[config.mk]
export PLATFORM = sky130hd
export DESIGN_NAME = spi_dac_master
export DESIGN_NICKNAME = d
export VERILOG_FILES = /design/src/rtl/spi_pkg.sv /design/src/rtl/spi_clk_div.sv /design/src/rtl/spi_dac_master.sv
export SDC_FILE = /design/constraint.sdc
export NUM_CORES = 1
export LEC_CHECK = 0
export ABC_AREA = 1
export CAP_MARGIN = 30
export CORE_MARGIN = 8
export CORE_UTILIZATION = 61
export CTS_BUF_LIST = sky130_fd_sc_hd__clkbuf_4 sky130_fd_sc_hd__clkbuf_8
export DETAILED_ROUTE_END_ITERATION = 10
export HOLD_SLACK_MARGIN = 0.03
export PLACE_DENSITY = 0.91
export RECOVER_POWER = 100
export SYNTH_ARGS = -nofsm -noshare
export SYNTH_HDL_FRONTEND = slang
export SYNTH_SLANG_ARGS = --single-unit
[constraint.sdc]
create_clock -name clk -period 2.3 [get_ports clk]
set_input_delay 0.345 -clock clk [delete_from_list [all_inputs] [get_ports clk]]
set_output_delay 0.345 -clock clk [all_outputs]
set_load 0.005 [all_outputs]
[src/rtl/spi_pkg.sv]
// rtl/spi_pkg.sv - shared types and helpers for the SPI DAC master
package spi_pkg;

  typedef enum logic [1:0] {
    IDLE,
    SHIFT,
    GAP
  } spi_state_e;

  function automatic int frame_w(input int cmd_w, input int data_w);
    return cmd_w + data_w;
  endfunction

endpackage

[src/rtl/spi_clk_div.sv]
// rtl/spi_clk_div.sv - half-period tick generator for sclk
module spi_clk_div #(
  parameter int CLK_DIV = 50
) (
  input  logic clk,
  input  logic rst,
  input  logic clr,
  input  logic en,
  output logic tick
);

  localparam int CW = (CLK_DIV > 1) ? $clog2(CLK_DIV) : 1;

  logic [CW-1:0] cnt_q, cnt_d;

  assign tick = en && (cnt_q == CW'(CLK_DIV - 1));

  always_comb begin
    cnt_d = cnt_q;
    if (clr) begin
      cnt_d = '0;
    end else if (en) begin
      cnt_d = tick ? '0 : cnt_q + 1'b1;
    end
  end

  always_ff @(posedge clk) begin
    if (rst) begin
      cnt_q <= '0;
    end else begin
      cnt_q <= cnt_d;
    end
  end

endmodule

[src/rtl/spi_dac_master.sv]
// rtl/spi_dac_master.sv - mode-0 SPI master framing {cmd, data} under cs for a serial DAC
module spi_dac_master
  import spi_pkg::*;
#(
  parameter int DATA_W    = 12,
  parameter int CMD_W     = 4,
  parameter int CLK_DIV   = 50,
  parameter int CS_GAP    = 2,
  parameter int MSB_FIRST = 1
) (
  input  logic              clk,
  input  logic              rst,
  input  logic              newd,
  input  logic [CMD_W-1:0]  cmd_in,
  input  logic [DATA_W-1:0] data_in,
  output logic              ready,
  output logic              done,
  output logic              cs,
  output logic              sclk,
  output logic              mosi
);

  localparam int FW = frame_w(CMD_W, DATA_W);
  localparam int BW = $clog2(FW);
  localparam int GW = (CS_GAP > 1) ? $clog2(CS_GAP) : 1;

  spi_state_e    state_q, state_d;
  logic [FW-1:0] shreg_q, shreg_d;
  logic [BW-1:0] bit_cnt_q, bit_cnt_d;
  logic [GW-1:0] gap_cnt_q, gap_cnt_d;
  logic          sclk_q, sclk_d;
  logic          cs_q, cs_d;
  logic          mosi_q, mosi_d;
  logic          ready_q, ready_d;
  logic          done_q, done_d;

  logic          div_clr;
  logic          div_en;
  logic          tick;
  logic [FW-1:0] frame_in;

  assign frame_in = {cmd_in, data_in};
  assign div_en   = (state_q != IDLE);

  spi_clk_div #(
    .CLK_DIV(CLK_DIV)
  ) u_clk_div (
    .clk (clk),
    .rst (rst),
    .clr (div_clr),
    .en  (div_en),
    .tick(tick)
  );

  always_comb begin
    state_d   = state_q;
    shreg_d   = shreg_q;
    bit_cnt_d = bit_cnt_q;
    gap_cnt_d = gap_cnt_q;
    sclk_d    = sclk_q;
    cs_d      = cs_q;
    mosi_d    = mosi_q;
    ready_d   = ready_q;
    done_d    = 1'b0;
    div_clr   = 1'b0;

    case (state_q)
      IDLE: begin
        if (newd && ready_q) begin
          shreg_d   = frame_in;
          cs_d      = 1'b0;
          mosi_d    = (MSB_FIRST != 0) ? frame_in[FW-1] : frame_in[0];
          bit_cnt_d = '0;
          div_clr   = 1'b1;
          ready_d   = 1'b0;
          state_d   = SHIFT;
        end
      end

      SHIFT: begin
        if (tick) begin
          if (!sclk_q) begin
            sclk_d = 1'b1;
          end else begin
            sclk_d = 1'b0;
            if (bit_cnt_q == BW'(FW - 1)) begin
              cs_d      = 1'b1;
              mosi_d    = 1'b0;
              div_clr   = 1'b1;
              gap_cnt_d = '0;
              state_d   = GAP;
            end else begin
              bit_cnt_d = bit_cnt_q + 1'b1;
              // mosi changes only on the falling edge so the DAC sees it stable at the rise
              if (MSB_FIRST != 0) begin
                shreg_d = shreg_q << 1;
                mosi_d  = shreg_q[FW-2];
              end else begin
                shreg_d = shreg_q >> 1;
                mosi_d  = shreg_q[1];
              end
            end
          end
        end
      end

      GAP: begin
        if (tick) begin
          if (gap_cnt_q == GW'(CS_GAP - 1)) begin
            ready_d   = 1'b1;
            done_d    = 1'b1;
            gap_cnt_d = '0;
            state_d   = IDLE;
          end else begin
            gap_cnt_d = gap_cnt_q + 1'b1;
          end
        end
      end

      default: begin
        state_d = IDLE;
      end
    endcase
  end

  always_ff @(posedge clk) begin
    if (rst) begin
      state_q   <= IDLE;
      shreg_q   <= '0;
      bit_cnt_q <= '0;
      gap_cnt_q <= '0;
      sclk_q    <= 1'b0;
      cs_q      <= 1'b1;
      mosi_q    <= 1'b0;
      ready_q   <= 1'b1;
      done_q    <= 1'b0;
    end else begin
      state_q   <= state_d;
      shreg_q   <= shreg_d;
      bit_cnt_q <= bit_cnt_d;
      gap_cnt_q <= gap_cnt_d;
      sclk_q    <= sclk_d;
      cs_q      <= cs_d;
      mosi_q    <= mosi_d;
      ready_q   <= ready_d;
      done_q    <= done_d;
    end
  end

  assign ready = ready_q;
  assign done  = done_q;
  assign cs    = cs_q;
  assign sclk  = sclk_q;
  assign mosi  = mosi_q;

endmodule

==> metrics.md, run 1 <==
| Metric | Value |
|---|---|
| FP Rows | `19` |
| Status | `completed` |
| Post-cts sizing count | `0` |
| I/O pins | `24` |
| Multi-input logic area | `925 um^2` |
| FF-to-FF End | `bit_cnt_q[3]` |
| Hold depth | `2` |
| Max-cap check violation count | `0` |
| Post-synthesis cell count | `282` |
| CORE AREA | `2760 um^2` |
| Clock root buffer | `clkbuf_4` |
| Largest cells by area after synthesis | `dfxtp_1, nand2_1, nor2_1` |
| Maximum buffer depth of the clock tree | `2` |
| Filler cells | `225` |
| TNS Setup | `0 ns` |
| CP Capture Type | `flop` |
| Peak VDD IR | `0.860 mV` |
| Sink Count | `33` |
| Fin crit period | `1.78 ns` |
| Setup violations, final | `0` |
| Layout area overhead | `19.0%` |
| Starting density of the core | `0.641` |
| Final Slew Violations | `0` |
| Leading area contributor after synthesis | `dfxtp_1` |
| Post-layout net count | `328` |
| Hpwl dp | `2.64 mm` |
| Setup CP Type | `reg2reg` |
| Antenna viol nets, final | `0` |
| Routed len/inst | `10.7 um` |
| Distinct cells, synth | `22` |
| H-tree depth | `2` |
| Lkg Pwr | `1.03 nW` |
| First-pass GRT wire length | `6.60 mm` |
| Pwr dens | `1010 nW/um^2` |
| Routed vias | `1678` |
| Slew headroom | `0.760` |
| Die height | `69.8 um` |
| Largest net degree at the start of global routing | `35` |
| Hold Buf Count CTS | `0` |
| Vias per cell | `roughly 5.0` |
| Register area | `661 um^2` |
| First-pass detailed-route iteration total | `5` |
| Max Fclk | `562 MHz` |
| Layout cell share with drive strength beyond 1 | `0.0586` |
| Diodes inserted | `0` |
| Hold Crit Class | `reg2reg` |
| Post-CTS Setup Bufs | `0` |
| Number of global-route vias before repair | `1674` |
| Unrepaired setup endpoints after global routing | `false` |
| Worst R2R Setup Slack | `0.52 ns` |
| Hold Path Origin | `cs` |
| Clock Skew | `roughly 0.0041 ns` |
| Worst skew pair latency | `0.34 ns` |
| Critical Path RT | `2.58 ns` |
| Post-synth top area share | `0.374` |
| Ys Warns | `0` |
| Initial antenna violation count | `0` |
| Die width | `69.8 um` |
| Initial DRC Count | `156` |
| Final hold vios | `0` |
| Num CTS Buffers | `5` |
| Final GP Congestion | `0.815` |
| Part of the Yosys area used for sequential elements | `0.374` |
| DIE AREA | `4880 um^2` |
| Crit-path max FO | `34` |
| Register bit total from synthesis | `33` |
| Post-layout util | `0.763` |
| Synthesized cell area | `1770 um^2` |
| Fin crit share | `0.774` |
| Synthesized Nets | `approximately 300` |
| CTS tree | `done` |
| Clk pin slew, worst setup/hold paths | `~0.10 ns` |
| PortBufs | `23` |
| Slew @ Worst Pin | `0.360 ns` |
| Startpoint types | `flop` |
| Routed Wire Length | `3.63 mm` |
| Grt total ovfl | `0` |
| Worst hold endpoint | `cs` |
| Launch point of the worst reg-to-reg path | `u_clk_div.cnt_q[0]` |
| R2r worst-path depth | `9` |
| Post-Syn Area per Cell | `6.27 um^2` |
| GRT Total Usage | `0.159` |
| Remaining DRCs | `0` |
| Arr. time, crit path | `2.06 ns` |
how the worst max path moves through the flow:
stage          slack (ns)  depth (start not counted)            to                from
2_1_floorplan        0.90                         11   shreg_q[10]  u_clk_div.cnt_q[1]
4_1_cts              0.57                          9  bit_cnt_q[3]  u_clk_div.cnt_q[0]
3_3_place_gp         0.54                          6    shreg_q[8]                newd
3_5_place_dp         0.49                          7  bit_cnt_q[3]                newd
6_report             0.52                          9  bit_cnt_q[3]  u_clk_div.cnt_q[0]
5_1_grt              0.30                          9    shreg_q[6]  u_clk_div.cnt_q[0]
sequential cells by signal, indices dropped and copies added (netlist names):
| name | flops |
|---|---|
| shreg_q | 15 |
| gap_cnt_q | 1 |
| cs | 1 |
| sclk | 1 |
| u_clk_div.cnt_q | 6 |
| bit_cnt_q | 4 |
| state_q | 2 |
| done | 1 |
| ready | 1 |
| mosi | 1 |
critical path: stages, from the launching register on:
cell	delay [ns]
dfxtp_1	0.41
ha_1	0.17
nand3_1	0.10
inv_1	0.08
nand2_1	0.17
nand2_4	0.15
nand3_4	0.29
nand2_1	0.17
nand2_1	0.08
nor2_1	0.10
routing by layer:
metal / wire (um) / up-vias / GRT usage
met5: 0 / - / 0
li1: - / 918 / -
met4: 68 / 0 / 0.109
met3: 161 / 8 / 0.0429
met1: 1610 / 720 / 0.163
met2: 1790 / 32 / 0.275
layout by cell type (no fill, tap or decap):
cell type,synthesis,routed
nand2_1,83,84
nor2_1,54,54
inv_1,35,37
dfxtp_1,33,33
o21ai_0,20,20
clkdlybuf4s50_1,0,18
nand3_1,14,14
nand4_1,8,8
a21oi_1,6,6
clkbuf_4,0,6
dlygate4sd3_1,0,5
xor2_1,4,4
ha_1,3,3
inv_2,4,2
nor2_4,2,2
buf_4,0,2
nand2_4,1,1
nor2_2,1,1
nand3_4,1,1
or2_2,1,1
a22oi_1,1,1
o211ai_1,1,1
nor3_1,1,1
clkbuf_8,0,1
bufinv_16,0,1
metrics by stage:
step | hold slack (ns) | power, W | instances | setup slack [ns] | cell area (um^2)
after CTS | 0.495 | 0.00215 | 338 | 0.569 | 2110
after global routing | 0.535 | 0.00234 | 338 | 0.301 | 2100
after floorplan | 0.417 | 0.00150 | 282 | 0.899 | 1770
after detailed placement | 0.477 | 0.00168 | 330 | 0.488 | 2020
final | 0.489 | 0.00213 | 338 | 0.521 | 2100
after global placement | 0.467 | 0.00165 | 330 | 0.542 | 2020
cell type report:
| type | instances | area share |
|---|---|---|
| Clock buffer | 7 | 0.0279 |
| Clock inverter | 1 | 0.0143 |
| Inverter | 39 | 0.0696 |
| Multi-Input combinational cell | 202 | 0.439 |
| Sequential cell | 33 | 0.314 |
| Tap cell | 31 | 0.0184 |
| Timing Repair Buffer | 25 | 0.117 |
power breakdown:
| part | internal, W | total, W | switching [W] |
|---|---|---|---|
| clock network | 0.000271 | 0.000471 | 0.000199 |
| registers | 0.000723 | 0.000799 | 0.0000754 |
| logic | 0.000309 | 0.000864 | 0.000555 |
cell families (layout without fill, tap and decap cells):
group           count (synthesis)  count (layout)  share of synthesized area
buf+inv                        47              72                      0.102
fa+ha+maj                       3               3                     0.0212
flops                          33              33                      0.374
simple gates                  167             167                      0.401
xor+xnor                        4               4                     0.0198
compound gates                 28              28                     0.0821
cell usage after synthesis:
cell type and count:
nand2_4 1, nor2_2 1, nand4_1 8, a22oi_1 1, inv_2 4, nand3_4 1, a21oi_1 6, xor2_1 4
nor2_1 54, o211ai_1 1, nand3_1 14, ha_1 3, clkbuf_1 5, nand2_1 83, dfxtp_1 33, o21ai_0 20
nor3_1 1, nand2_2 1, nor2_4 2, inv_1 35, buf_2 3, or2_2 1
(Power assumes the default switching activity.)
==> run 2: changes to the inputs <==
--- a/config.mk
+++ b/config.mk
@@ -8,11 +8,11 @@
 export ABC_AREA = 1
 export CAP_MARGIN = 30
 export CORE_MARGIN = 8
-export CORE_UTILIZATION = 61
+export CORE_UTILIZATION = 56
 export CTS_BUF_LIST = sky130_fd_sc_hd__clkbuf_4 sky130_fd_sc_hd__clkbuf_8
 export DETAILED_ROUTE_END_ITERATION = 10
 export HOLD_SLACK_MARGIN = 0.03
-export PLACE_DENSITY = 0.91
+export PLACE_DENSITY = 0.85
 export RECOVER_POWER = 100
 export SYNTH_ARGS = -nofsm -noshare
 export SYNTH_HDL_FRONTEND = slang
==> constraint.sdc (replaced) <==
create_clock -name clk -period 1.8 [get_ports clk]
set_input_delay 0.27 -clock clk [delete_from_list [all_inputs] [get_ports clk]]
set_output_delay 0.27 -clock clk [all_outputs]
set_load 0.005 [all_outputs]
==> run 2 against run 1 <==
  * Hold slack barely moved
  * Utilization fell by 6.2 points
  * Via count rose by 0.83%
==> metrics.md, run 2 (synthesis gave the netlist of run 1 again) <==
| Metric | Value |
|---|---|
| Global Route met1 Usage | `0.163 (about the same)` |
| Met3 usage | `0.0358 (was 0.0429)` |
| Sink Count | `33 (unchanged)` |
| Pwr dens | `1210 nW/um^2 (was 1010 nW/um^2)` |
| Final GP Congestion | `0.852 (was 0.815)` |
| First-pass detailed-route iteration total | `4 (was 5)` |
| CTS tree | `done (unchanged)` |
| Clk pin slew, worst setup/hold paths | `0.11 ns (was 0.10 ns)` |
| Most frequent cells in the layout | `nand2_1, nor2_1, inv_1 (unchanged)` |
| Power Internal | `0.00149 W (was 0.00130 W)` |
| CORE AREA | `3030 um^2 (was 2760 um^2)` |
| Grt total ovfl | `0 (unchanged)` |
| Routed vias | `1692 (was 1678)` |
| Regs by FF count | `shreg_q (15), u_clk_div.cnt_q (6), bit_cnt_q (4) (unchanged)` |
| Met2 Track Usage GR | `0.241 (was 0.275)` |
| Starting density of the core | `0.584 (was 0.641)` |
| Largest net degree at the start of global routing | `35 (unchanged)` |
| Crit-path max FO | `17 (was 34)` |
| Initial DRC Count | `105 (was 156)` |
| TNS Setup | `0 ns (unchanged)` |
| First-pass GRT wire length | `6.07 mm (was 6.60 mm)` |
| Remaining DRCs | `0 (unchanged)` |
| Cell Chain, Critical Path | `ha_1 -> nand3_1 -> nor2_1 -> nor2_2 -> nand3_4 -> nor2_1 -> nor2_1 (was ha_1 -> nand3_1 -> inv_1 -> nand2_1 -> nand2_4 -> nand3_4 -> nand2_1 -> nand2_1 -> nor2_1)` |
| Power share of the clock group | `0.160 (was 0.221)` |
| Worst skew pair latency | `0.33 ns (was 0.34 ns)` |
| Post-layout net count | `330 (was 328)` |
| Die height | `72.2 um (was 69.8 um)` |
| Max Fclk | `609 MHz (was 562 MHz)` |
| Vias per cell | `4.79 (was 4.96)` |
| Clock root buffer | `clkbuf_4 (unchanged)` |
| Flop pwr share | `0.398 (was 0.374)` |
| Busiest grt layer | `met2 (unchanged)` |
| Fin crit period | `1.64 ns (was 1.78 ns)` |
| Die width | `72.2 um (was 69.8 um)` |
| H-tree depth | `2 (unchanged)` |
| Max FFs per register | `15 (unchanged)` |
| Layout cell share with drive strength beyond 1 | `0.0647 (was 0.0586)` |
| Maximum buffer depth of the clock tree | `2 (unchanged)` |
| Filler cells | `279 (was 225)` |
| Num CTS Buffers | `5 (unchanged)` |
| Max-cap check violation count | `0 (unchanged)` |
| Final Slew Violations | `0 (unchanged)` |
| PortBufs | `23 (unchanged)` |
| Slew headroom | `0.678 (was 0.760)` |
| CP Capture Type | `flop (unchanged)` |
| Crit-path most repeated cell | `nor2_1 (was nand2_1)` |
| Clock Skew | `0.0163 ns (was 0.00408 ns)` |
| Critical Path RT | `2.01 ns (was 2.58 ns)` |
| Status | `completed (unchanged)` |
| Peak VDD IR | `0.762 mV (was 0.860 mV)` |
| Unrepaired setup endpoints after global routing | `false (unchanged)` |
| Setup CP Type | `reg2reg (unchanged)` |
| Commonest non-fill, non-tap cell in the layout | `nand2_1 (unchanged)` |
| Final hold vios | `0 (unchanged)` |
| Lkg Pwr | `1.04 nW (was 1.03 nW)` |
| Number of global-route vias before repair | `1502 (was 1674)` |
| Total design power | `0.00257 W (was 0.00213 W)` |
| Crit-path slowest cell | `dfxtp_1 (unchanged)` |
| Comb pwr share | `0.442 (was 0.405)` |
| CP max stage delay | `0.35 ns (was 0.41 ns)` |
| Hold Crit Class | `reg2reg (unchanged)` |
| Antenna viol nets, final | `0 (unchanged)` |
| Sw Share | `0.419 (was 0.389)` |
| Routed Wire Length | `3.67 mm (was 3.63 mm)` |
| FP Rows | `20 (was 19)` |
| Hpwl dp | `2.61 mm (was 2.64 mm)` |
| GRT Total Usage | `0.142 (was 0.159)` |
| DIE AREA | `5210 um^2 (was 4880 um^2)` |
| Fin crit share | `0.912 (was 0.774)` |
| Startpoint types | `flop (unchanged)` |
| Layout area overhead | `20.2% (was 19.0%)` |
| Setup violations, final | `0 (unchanged)` |
| Net Sw Power | `0.00108 W (was 0.000830 W)` |
| Top reg by flops | `shreg_q (unchanged)` |
| Arr. time, crit path | `1.85 ns (was 2.06 ns)` |
| Diodes inserted | `0 (unchanged)` |
| Initial antenna violation count | `0 (unchanged)` |
| I/O pins | `24 (unchanged)` |
| Routed len/inst | `10.4 um (was 10.7 um)` |
| Hold Buf Count CTS | `0 (unchanged)` |
| Slew @ Worst Pin | `0.484 ns (was 0.360 ns)` |
run 2: power groups by stage:
stage	sequential, W	clock (W)	combinational (W)
5_1_grt	0.00105	0.000452	0.00132
6_report	0.00102	0.000411	0.00114
4_1_cts	0.00103	0.000420	0.00111
3_5_place_dp	0.00104	0	0.00110
3_3_place_gp	0.00104	0	0.00109
2_1_floorplan	0.00102	0	0.000890
run 2: worst paths after layout:
path	end	startpoint	slack, ns	depth (start not counted)
max reg2reg	bit_cnt_q[3]	bit_cnt_q[1]	0.16	7
min	cs	cs	0.49	2
max	bit_cnt_q[3]	bit_cnt_q[1]	0.16	7
min reg2reg	cs	cs	0.49	2
run 2: timing repair:
item                       4_1_cts  5_1_grt
resized for setup                0        1
setup endpoints to repair        0       19
buffers inserted                 0        0
run 2: per-stage QoR:
step / utilization / setup slack (ns) / hold WS, ns / cells / instance area, um^2
2_1_floorplan: - / 0.399 / 0.342 / 282 / 1770
3_3_place_gp: 0.679 / 0.107 / 0.469 / 344 / 2050
3_5_place_dp: 0.679 / 0.0864 / 0.476 / 344 / 2050
4_1_cts: 0.697 / 0.113 / 0.498 / 352 / 2110
5_1_grt: 0.702 / 0.0139 / 0.535 / 353 / 2120
6_report: 0.702 / 0.159 / 0.489 / 353 / 2120
run 2: layout make-up:
type                       count  area, um^2  share of cell area
clock buffer                   6        45.0              0.0212
clock inverter                 2        10.0             0.00471
inverter                      39         146              0.0689
multi-input combinational    203         945               0.445
sequential                    33         661               0.311
tap                           44        55.1              0.0259
timing repair buffer          26         263               0.124
run 2: critical path: cells and delay by family (launching register included):
| family | cells | cell delay (ns) |
|---|---|---|
| and+or+nand+nor | 6 | 0.97 |
| adders and majority gates | 1 | 0.23 |
| DFF | 1 | 0.35 |
run 2: metal layers:
metal  up-vias  part of all wire
li1        922                 -
met1       720              0.46
met2        44              0.48
met3         6             0.051
met4         0             0.017
met5         -                 0
==> run 3: changes to the inputs <==
--- a/config.mk
+++ b/config.mk
@@ -7,13 +7,16 @@
 export LEC_CHECK = 0
 export ABC_AREA = 1
 export CAP_MARGIN = 30
+export CELL_PAD_IN_SITES_DETAIL_PLACEMENT = 1
+export CELL_PAD_IN_SITES_GLOBAL_PLACEMENT = 1
 export CORE_MARGIN = 8
-export CORE_UTILIZATION = 56
+export CORE_UTILIZATION = 39
 export CTS_BUF_LIST = sky130_fd_sc_hd__clkbuf_4 sky130_fd_sc_hd__clkbuf_8
 export DETAILED_ROUTE_END_ITERATION = 10
 export HOLD_SLACK_MARGIN = 0.03
 export PLACE_DENSITY = 0.85
 export RECOVER_POWER = 100
+export SETUP_SLACK_MARGIN = 0.5
 export SYNTH_ARGS = -nofsm -noshare
 export SYNTH_HDL_FRONTEND = slang
 export SYNTH_SLANG_ARGS = --single-unit
==> run 3 against run 2 <==
  * Critical path depth grew 1
  * Routed wire length rose by 65%
  * Setup slack better by 0.048 ns
  * First-iteration DRC count decreased by 25%
  * Global-route usage grew 0.50 points
  * Fmax up 3.0%
  * Design area up 21%
  * Critical path type unchanged
  * Critical endpoint is now shreg_q[6]
  * Largest cell class unchanged
==> metrics.md, run 3 (synthesis gave the netlist of run 1 again) <==
| Metric | Value |
|---|---|
| Status | `completed (unchanged)` |
| Worst R2R Setup Slack | `0.21 ns (was 0.16 ns)` |
| Net Sw Power | `0.00152 W (was 0.00108 W)` |
| Maximum buffer depth of the clock tree | `2 (unchanged)` |
| Grt total ovfl | `0 (unchanged)` |
| Critical Path RT | `2.00 ns (was 2.01 ns)` |
| CORE AREA | `4350 um^2 (was 3030 um^2)` |
| Crit path launch | `state_q[1] (was bit_cnt_q[1])` |
| DIE AREA | `6940 um^2 (was 5210 um^2)` |
| Filler cells | `569 (was 279)` |
| Starting density of the core | `0.406 (was 0.584)` |
| Setup CP Type | `reg2reg (unchanged)` |
| Max-cap check violation count | `0 (unchanged)` |
| Max Fclk | `628 MHz (was 609 MHz)` |
| TNS Setup | `0 ns (unchanged)` |
| Most frequent cells in the layout | `nand2_1, nor2_1, inv_1 (unchanged)` |
| Power Internal | `0.00214 W (was 0.00149 W)` |
| Num CTS Buffers | `5 (unchanged)` |
| Setup WS post-layout | `0.207 ns (was 0.159 ns)` |
| Power share of the clock group | `0.179 (was 0.160)` |
| Setup violations, final | `0 (unchanged)` |
| Multi-input logic area | `1080 um^2 (was 945 um^2)` |
| Worst slack, placed | `0.198 ns (was 0.0864 ns)` |
| Hold Crit Class | `reg2reg (unchanged)` |
| Routed vias | `1949 (was 1692)` |
| PortBufs | `23 (unchanged)` |
| Post-layout util | `0.592 (was 0.702)` |
| Vias per cell | `5.16 (was 4.79)` |
| Worst hold endpoint | `cs (unchanged)` |
| Fin crit period | `1.59 ns (was 1.64 ns)` |
| Slew @ Worst Pin | `0.345 ns (was 0.484 ns)` |
| Comb pwr share | `0.527 (was 0.442)` |
| Die width | `83.3 um (was 72.2 um)` |
| Diodes inserted | `0 (unchanged)` |
| Launch point of the worst reg-to-reg path | `state_q[1] (was bit_cnt_q[1])` |
| Final non-filler cell total | `378 (was 353)` |
| CP max stage delay | `0.42 ns (was 0.35 ns)` |
| Routed len/inst | `16.0 um (was 10.4 um)` |
| Clk pin slew, worst setup/hold paths | `0.07 ns (was 0.11 ns)` |
| Remaining DRCs | `0 (unchanged)` |
| Worst Path Buf+Inv | `3 (was 0)` |
| Pwr dens | `1420 nW/um^2 (was 1210 nW/um^2)` |
| Global Route met1 Usage | `0.160 (was 0.163)` |
| Antenna viol nets, final | `0 (unchanged)` |
| Lkg Pwr | `1.19 nW (was 1.04 nW)` |
| CTS tree | `done (unchanged)` |
| Worst skew pair latency | `0.30 ns (was 0.33 ns)` |
| Met2 Track Usage GR | `0.264 (was 0.241)` |
| Top reg by flops | `shreg_q (unchanged)` |
| Inst Count DP | `353 (was 344)` |
| GRT Total Usage | `0.147 (was 0.142)` |
| Crit-path most repeated cell | `nor2_1 (unchanged)` |
| Final hold vios | `0 (unchanged)` |
| Peak VDD IR | `0.571 mV (was 0.762 mV)` |
| Hold Path Origin | `cs (unchanged)` |
| Met3 usage | `0.0430 (was 0.0358)` |
| Crit-path max FO | `10 (was 17)` |
| Fin crit share | `0.885 (was 0.912)` |
| Post-layout net count | `347 (was 330)` |
| Busiest grt layer | `met2 (unchanged)` |
| Startpoint types | `flop (unchanged)` |
| Cell Chain, Critical Path | `inv_1 -> nand2_2 -> inv_4 -> nand2_4 -> nand3_4 -> clkbuf_16 -> nor2_1 -> nor2_1 (was ha_1 -> nand3_1 -> nor2_1 -> nor2_2 -> nand3_4 -> nor2_1 -> nor2_1)` |
| Hold Buf Count CTS | `0 (unchanged)` |
| Register area | `677 um^2 (was 661 um^2)` |
| Slew headroom | `0.768 (was 0.678)` |
| Regs by FF count | `shreg_q (15), u_clk_div.cnt_q (6), bit_cnt_q (4) (unchanged)` |
| FF-to-FF End | `shreg_q[6] (was bit_cnt_q[3])` |
| Final GP Congestion | `0.824 (was 0.852)` |
| Initial DRC Count | `79 (was 105)` |
| Initial antenna violation count | `0 (unchanged)` |
| Crit-path slowest cell | `dfxtp_1 (unchanged)` |
| Commonest non-fill, non-tap cell in the layout | `nand2_1 (unchanged)` |
| Sink Count | `33 (unchanged)` |
| Max FFs per register | `15 (unchanged)` |
| Unrepaired setup endpoints after global routing | `true (was false)` |
| Flop pwr share | `0.294 (was 0.398)` |
| Total design power | `0.00365 W (was 0.00257 W)` |
| Final Slew Violations | `0 (unchanged)` |
| I/O pins | `24 (unchanged)` |
| First-pass GRT wire length | `8.74 mm (was 6.07 mm)` |
| H-tree depth | `2 (unchanged)` |
| Die height | `83.3 um (was 72.2 um)` |
| Arr. time, crit path | `1.79 ns (was 1.85 ns)` |
| Crit-path leading delay family | `simple AND/OR/NAND/NOR gates (unchanged)` |
| Layout cell share with drive strength beyond 1 | `0.258 (was 0.0647)` |
| Sw Share | `0.415 (was 0.419)` |
| Largest net degree at the start of global routing | `32 (was 35)` |
| Layout area overhead | `45.9% (was 20.2%)` |
| Number of global-route vias before repair | `1989 (was 1502)` |
| FP Rows | `24 (was 20)` |
| First-pass detailed-route iteration total | `4 (unchanged)` |
| Hold depth | `2 (unchanged)` |
| R2r worst-path depth | `8 (was 7)` |
| Hpwl dp | `3.31 mm (was 2.61 mm)` |
| Clock root buffer | `clkbuf_8 (was clkbuf_4)` |
| Clock Skew | `0.00388 ns (was 0.0163 ns)` |
| CP Capture Type | `flop (unchanged)` |
| Routed Wire Length | `6.05 mm (was 3.67 mm)` |
-- run 3: how the worst max path moves through the flow --
stage                     depth (start not counted)  slack, ns     endpoint
after floorplan                                   9       0.46  shreg_q[14]
after global placement                            8       0.23   state_q[0]
after detailed placement                          9       0.20   state_q[0]
after CTS                                        11       0.38   shreg_q[2]
after global routing                              9       0.08   shreg_q[1]
final                                             8       0.21   shreg_q[6]
-- run 3: metal layers --
metal	share of wire	up-vias
met5	0	-
met4	0.024	0
met3	0.034	13
met2	0.53	37
met1	0.42	941
li1	-	958
-- run 3: tightest hold or removal path, cell delays in order, from the launching register on --
cell,delay (ns)
dfxtp_1,0.32
nand3_1,0.07
nand3_1,0.07
-- run 3: metrics by stage --
stage	hold slack [ns]	area, um^2
3_5_place_dp	0.475	2130
2_1_floorplan	0.342	1830
6_report	0.510	2580
5_1_grt	0.534	2580
4_1_cts	0.490	2360
3_3_place_gp	0.465	2130
-- run 3: repair_timing --
action | 4_1_cts | 5_1_grt
endpoints found under the hold margin | 0 | 0
cloned | 2 | 3
pin swaps | 5 | 15
resized for setup | 19 | 45
setup endpoints to repair | 36 | 32
setup buffers | 8 | 4
-- run 3: power groups by stage --
stage          Combinational (W)  Sequential [W]  Clock (W)
6_report                 0.00192         0.00108   0.000655
4_1_cts                  0.00148         0.00106   0.000653
5_1_grt                  0.00211         0.00110   0.000707
3_5_place_dp             0.00122         0.00107          0
3_3_place_gp             0.00118         0.00106          0
2_1_floorplan           0.000951         0.00104          0
-- run 3: final cells by class --
class	count	area share
clock buffer	7	0.0374
clock inverter	1	0.00194
inverter	39	0.0587
multi-input combinational	202	0.421
sequential	33	0.262
tap	52	0.0252
timing repair buffer	44	0.194
